File: src/rtl/noc_packet_injector.sv
// Source-side network interface. It turns one destination request plus a payload word
// stream into a HEAD/BODY.../TAIL packet for the router's local input port.
module noc_packet_injector #(
  parameter int N             = 4,
  parameter int INDEX         = 0,
  parameter int DATA_WIDTH    = 32,
  parameter int TYPE_WIDTH    = 2,
  parameter int FlitPerPacket = 6,
  parameter int CNT_WIDTH     = 16,
  parameter int DEST_W        = (N > 1) ? $clog2(N) : 1
) (
  input  logic                         clk_i,
  input  logic                         rst_i,
  input  logic [DEST_W-1:0]            req_dest_i,
  input  logic                         req_valid_i,
  output logic                         req_ready_o,
  input  logic [DATA_WIDTH-TYPE_WIDTH-1:0] pl_data_i,
  input  logic                         pl_valid_i,
  output logic                         pl_ready_o,
  output logic [DATA_WIDTH-1:0]        flit_data_o,
  output logic                         flit_valid_o,
  input  logic                         flit_ready_i,
  output logic                         busy_o,
  output logic                         err_dest_o,
  output logic [CNT_WIDTH-1:0]         pkt_count_o
);

  localparam int CW = (FlitPerPacket > 2) ? $clog2(FlitPerPacket) : 1;

  localparam logic [TYPE_WIDTH-1:0] T_HEAD = TYPE_WIDTH'(1);
  localparam logic [TYPE_WIDTH-1:0] T_BODY = TYPE_WIDTH'(2);
  localparam logic [TYPE_WIDTH-1:0] T_TAIL = TYPE_WIDTH'(3);

  localparam logic [CW-1:0]     LAST_CNT = CW'(FlitPerPacket - 2);
  localparam logic [DEST_W:0]   N_LIM    = (DEST_W + 1)'(N);
  localparam logic [DEST_W-1:0] SRC_ID   = DEST_W'(INDEX);

  localparam logic [0:0] S_IDLE    = 1'b0;
  localparam logic [0:0] S_PAYLOAD = 1'b1;

  logic [0:0]            state_q, state_d;
  logic [CW-1:0]         cnt_q, cnt_d;
  logic [DATA_WIDTH-1:0] flit_data_q, flit_data_d;
  logic                  flit_valid_q, flit_valid_d;
  logic                  err_q, err_d;
  logic [CNT_WIDTH-1:0]  pkt_count_q;

  logic                  slot_free;
  logic                  req_fire;
  logic                  pl_fire;
  logic                  dest_ok;
  logic                  tail_fire;
  logic [DATA_WIDTH-1:0] head_flit;

  // The output register can take a new flit when empty or draining this cycle.
  assign slot_free = ~flit_valid_q | flit_ready_i;

  assign req_ready_o = ~rst_i & (state_q == S_IDLE) & slot_free;
  assign pl_ready_o  = ~rst_i & (state_q == S_PAYLOAD) & slot_free;
  assign busy_o      = ~rst_i & ((state_q == S_PAYLOAD) | flit_valid_q);

  assign req_fire  = req_valid_i & req_ready_o;
  assign pl_fire   = pl_valid_i & pl_ready_o;
  assign dest_ok   = {1'b0, req_dest_i} < N_LIM;
  assign tail_fire = flit_valid_q & flit_ready_i &
                     (flit_data_q[DATA_WIDTH-1 -: TYPE_WIDTH] == T_TAIL);

  always_comb begin
    head_flit = '0;
    head_flit[DATA_WIDTH-1 -: TYPE_WIDTH] = T_HEAD;
    head_flit[2*DEST_W-1 -: DEST_W]       = SRC_ID;
    head_flit[DEST_W-1:0]                 = req_dest_i;
  end

  always_comb begin
    state_d      = state_q;
    cnt_d        = cnt_q;
    flit_data_d  = flit_data_q;
    flit_valid_d = flit_valid_q & ~flit_ready_i;
    err_d        = 1'b0;
    case (state_q)
      S_IDLE: begin
        if (req_fire) begin
          if (dest_ok) begin
            flit_data_d  = head_flit;
            flit_valid_d = 1'b1;
            cnt_d        = '0;
            state_d      = S_PAYLOAD;
          end else begin
            err_d = 1'b1;
          end
        end
      end
      S_PAYLOAD: begin
        if (pl_fire) begin
          flit_valid_d = 1'b1;
          if (cnt_q == LAST_CNT) begin
            flit_data_d = {T_TAIL, pl_data_i};
            cnt_d       = '0;
            state_d     = S_IDLE;
          end else begin
            flit_data_d = {T_BODY, pl_data_i};
            cnt_d       = cnt_q + CW'(1);
          end
        end
      end
      default: state_d = S_IDLE;
    endcase
  end

  always_ff @(posedge clk_i) begin
    if (rst_i) begin
      state_q      <= S_IDLE;
      cnt_q        <= '0;
      flit_data_q  <= '0;
      flit_valid_q <= 1'b0;
      err_q        <= 1'b0;
      pkt_count_q  <= '0;
    end else begin
      state_q      <= state_d;
      cnt_q        <= cnt_d;
      flit_data_q  <= flit_data_d;
      flit_valid_q <= flit_valid_d;
      err_q        <= err_d;
      if (tail_fire) pkt_count_q <= pkt_count_q + CNT_WIDTH'(1);
    end
  end

  assign flit_data_o  = flit_data_q;
  assign flit_valid_o = flit_valid_q;
  assign err_dest_o   = err_q;
  assign pkt_count_o  = pkt_count_q;

endmodule

File: config.mk
export PLATFORM = sky130hd
export DESIGN_NAME = noc_packet_injector
export DESIGN_NICKNAME = d
export VERILOG_FILES = /design/src/rtl/noc_packet_injector.sv
export SDC_FILE = /design/constraint.sdc
export NUM_CORES = 1
export LEC_CHECK = 0
export CAP_MARGIN = 25
export CORE_MARGIN = 2
export CORE_UTILIZATION = 42
export CTS_CLUSTER_SIZE = 40
export DETAILED_ROUTE_END_ITERATION = 12
export PLACE_DENSITY = 0.78
export RECOVER_POWER = 100
export SYNTH_ARGS = -nofsm -noshare
export SYNTH_HDL_FRONTEND = slang
export SYNTH_SLANG_ARGS = --single-unit
File: constraint.sdc
create_clock -name clk_i -period 3.62 [get_ports clk_i]
set_input_delay 0.724 -clock clk_i [delete_from_list [all_inputs] [get_ports clk_i]]
set_output_delay 0.724 -clock clk_i [all_outputs]
set_load 0.01 [all_outputs]
; Yosys cells after proc, flatten, opt, wreduce, memory -nomap -nowiden
; Index checks and enable logic that the tools add are counted.
[word_totals]
reg_bits = 53
latchBits = 0
ramBits = 0
romBits = 0
output_inout_bits = 53
wordCells = 43
n_memories = 0
[classes]
n_addsub = 2
mul = 0
div = 0
magnitude_cmp = 0
eq_ne = 4
shift = 0
mux = 15
n_bitwise = 16
reduce_logical = 1
[op_table]
columns = cell, n
row1 = 2-to-1 mux 32 bit, 2
row2 = one-hot mux 32 bit (2 select lines), 1
row3 = 2-to-1 mux 31 bit, 1
row4 = "adder 16 x 1 -> 16 bit, second input constant", 1
row5 = bitwise AND 1 bit, 10
row6 = 2-to-1 mux 3 bit, 3
row7 = one-hot mux 3 bit (2 select lines), 1
row8 = 2-to-1 mux 1 bit, 5
row9 = NOT 1 bit, 4
row10 = one-hot mux 1 bit (2 select lines), 2
row11 = "adder 3 x 1 -> 3 bit, second input constant", 1
row12 = "equality test 3 bit, second input constant", 1
row13 = "equality test 2 bit, second input constant", 1
row14 = "!= test 2 x 1 -> 1 bit, second input constant", 1
row15 = "!= test 2 bit, second input constant", 1
row16 = OR 1 bit, 2
row17 = AND reduction 2 bit, 1

; Logic depth before layout (Yosys ltp)
[depth]
word_depth = 6
depth_mapped = 7

; Worst setup path before layout
; No wires, ideal clock.
[synth_timing]
path_type = input-to-output
start = in rst_i
end = out req_ready_o
arrival_ns = 1.414
setup_slack_ns = 1.482
stages = 3
n_path_buf = 2
path_cell_list = clkbuf_1 -> buf_1 -> nor3_1
[synth_via]
elab_chain_cells = 3
[synth_rtl]
columns = item, line_no
row1 = "start, declared", 13  ; input logic rst_i,
row2 = NOT 1 bit, 58  ; assign req_ready_o = ~rst_i & (state_q == S_IDLE) & slot_free;
row3 = bitwise AND 1 bit (2 in a row), 58
row4 = "end, declared", 16  ; output logic req_ready_o,
; No other way between the ends.

; Final worst setup path
[layout_timing]
start = in flit_ready_i
end = out pl_ready_o
[layout_via]
elab_chain_cells = 2
[layout_rtl]
columns = item, line_no
row1 = "start, declared", 22  ; input logic flit_ready_i,
row2 = OR 1 bit, 56  ; assign slot_free = ~flit_valid_q | flit_ready_i;
row3 = bitwise AND 1 bit, 59  ; assign pl_ready_o = ~rst_i & (state_q == S_PAYLOAD) & slot_free;
row4 = "end, declared", 19  ; output logic pl_ready_o,
; No other way between the ends.

==> key figures <==
Run status
  • Status: completed

Detailed routing
  • Met1 wire length: ~2300 um
  • Metal3 WL: 511 um
  • DRT iter0 DRCs: 92
  • DRC errors left: 0
  • WL/cell: between 10 and 15 um
  • DR WL met2: 2240 um
  • Post-Route WL: ~5100 um
  • Final ANT Viol Nets: 0
  • Vias per Instance: 5.13
  • Total number of vias: 1,984
  • First-pass DRT Iterations: 5
  • Max layer used: met4

Timing
  • Final setup TNS: 0 ns
  • RSZ-0062 raised after global routing: no
  • Worst-Margin Slew: ~0.93 ns
  • Endpoints failing hold: 0
  • Fin crit period: 3.08 ns
  • Clock skew: 0.00659 ns
  • Fin crit share: 0.850
  • Worst slew margin: 0.383
  • Hold Slack: roughly 0.45 ns
  • Fmax: 325 MHz
  • Setup slack after layout: between 0.5 and 0.6 ns
  • Max-slew violations: 0
  • Setup violators final: 0

Placement
  • Port Buffer Count: 88
  • DP HPWL: 3640 um
  • Pre-CTS WS: 0.743 ns
  • GP Congestion: 0.772
  • DP Cell Count: 380

Synth
  • Top post-synthesis cells by count: dfxtp_1 (53), nor2_1 (43), a22oi_1 (29)
  • Top FF cell, synth: dfxtp_1
  • Post-Synthesis Cells: 239
  • Top cells by area, synth: dfxtp_1 (50%), a22oi_1 (10%), nor2_1 (7.6%)
  • Synthesized net count: 279
  • FF+latch count, synth: 53
  • Largest area contributor in the netlist: dfxtp_1
  • Syn_area_per_cell: around 9 um2
  • Register area share after synthesis: 0.500
  • Post-synth EDFFs: 0
  • Synth top area share: 0.500
  • Synth cell types: 34
  • Top-count cell post-synth: dfxtp_1
  • Netlist Area Pre-Place: roughly 0.0021 mm2
  • Ys async rst share: 0
  • Synth warn: 0

Global routing
  • Overflow after GRT: 0
  • First-pass GRT wire length: 8140 um
  • Total Routing Usage GR: 0.188
  • Number of global-route vias before repair: roughly 1,800
  • Initial antenna violation count: 0
  • Pin count of the biggest net entering global routing: 34

Finish
  • Antenna diodes: 0
  • Layout area overhead: 45.9%
  • Share of cells above drive strength 1: 0.0313
  • Final-stage net count: 360
  • Final cell count without fillers: 387
  • Filler Cells Inserted: 408

Floorplan
  • Die H: 75.1 um
  • Die ar.: 0.00564 mm2
  • Io pins: 90
  • Starting density of the core: 0.444
  • Core Box Area: around 0.0048 mm2
  • Rows: 25
  • Die width: 75.1 um

Power and ir drop
  • Pleak: 1.25 nW
  • Cell Pwr Density: around 340 mW/mm2
  • Worst VDD drop: between 0.2 and 0.3 mV

Worst hold path
  • Critical hold path startpoint: flit_data_o[0]
  • Min-Delay Path Depth: 2
  • Worst Hold Class: reg -> reg
  • Hold EP: flit_data_o[0]

Clock network
  • CTS tree: yes
  • Bufs on Longest Clock Path: 2
  • CTS root buffer: clkbuf_8
  • CTS resizes: 0
  • CTS buffer count: 5
  • Post-CTS Setup Inserts: 0
  • Cts hold-fix bufs: 0
  • H-tree Lvls: 2
  • Clock sink count: 53
  • Worst skew pair latency: 0.30 ns
  • Worst-path clk slew: ~0.080 ns

Setup path
  • Critical Path Fanout Max: 4
  • R2r setup slk: 1.24 ns
  • CP Launch Type: input pin
  • Arrival @ worst endpoint: 2.35 ns
  • Worst r2r path cells: 5
  • Req. time, crit path: 2.90 ns
  • Reg-to-Reg Start: state_q
  • Critical path class: in -> out
  • Critical Path Sink Type: output port
  • R2r endpoint: flit_data_o[20]

Flow run
  • Max Cap Viol: 0
==> how the worst max path moves through the flow <==
stage                 start          end  slack, ns  cells after the start
3_3_place_gp   flit_ready_i   pl_ready_o       0.75                      4
3_5_place_dp   flit_ready_i   pl_ready_o       0.74                      4
2_1_floorplan         rst_i  req_ready_o       1.48                      3
6_report       flit_ready_i   pl_ready_o       0.54                      4
4_1_cts        flit_ready_i   pl_ready_o       0.74                      4
5_1_grt        flit_ready_i   pl_ready_o       0.50                      4
==> sequential cells by signal, indices dropped and copies added, names as in the netlist <==
signal / count
state_q: 1
flit_valid_o: 1
pkt_count_o: 16
cnt_q: 3
flit_data_o: 32
==> per-stage QoR <==
step | util | power (W) | area, um2
2_1_floorplan | - | 0.000682 | 2120
3_3_place_gp | 0.633 | 0.000759 | 3030
3_5_place_dp | 0.638 | 0.000766 | 3060
4_1_cts | 0.656 | 0.00109 | 3140
5_1_grt | 0.647 | 0.00112 | 3100
6_report | 0.647 | 0.00107 | 3100
==> power by group <==
| part | leakage, nW | total, W | switching, W | internal (W) |
|---|---|---|---|---|
| clock network | 0.0443 | 0.000326 | 0.000174 | 0.000152 |
| logic | 0.778 | 0.000131 | 0.0000579 | 0.0000733 |
| registers | 0.429 | 0.000608 | 0.0000118 | 0.000597 |
==> layout make-up <==
type                       instances  area [um2]  area share
clock buffer                       7        86.3      0.0279
multi-input combinational        163         950       0.307
sequential                        53        1060       0.342
inverter                           6        22.5     0.00727
timing repair buffer              91         895       0.289
tap                               67        83.8      0.0271
==> worst max-delay path: stages <==
cell           delay, ns
dlygate4sd3_1       0.58
or2b_1              0.27
and3_1              0.18
dlygate4sd3_1       0.59
==> layer usage <==
layer  track usage  up-vias
met1         0.230      908
li1              -      995
met5             0        -
met2         0.294       79
met3        0.0857        2
met4        0.0635        0
==> cell families (layout without fill, tap and decap cells) <==
family	after synthesis	after routing	synth area share
compound gates	51	51	0.160
xor+xnor	9	9	0.0371
flops	53	53	0.500
buf+inv	23	104	0.0436
simple gates	95	95	0.221
fa+ha+maj	3	3	0.0177
mux	4	4	0.0194
other cells	1	1	0.00177
==> layout by cell type (no fill, tap or decap), types with 4 or more instances in the layout <==
cell type        Yosys  layout
a21oi_1             12      12
nor4_1               4       4
dlygate4sd3_1        0      52
dfxtp_1             53      53
nand4_1              4       5
and3_1               5       5
clkdlybuf4s50_1      0      35
a22oi_1             29      29
clkbuf_8             0       6
xnor2_1              7       7
inv_1                6       6
or3_1                5       6
nor2_1              43      43
nor3_1               4       4
o21ai_0              6       6
nand2_1             15      15
nand3_1              4       4
(Power assumes the default switching activity.)
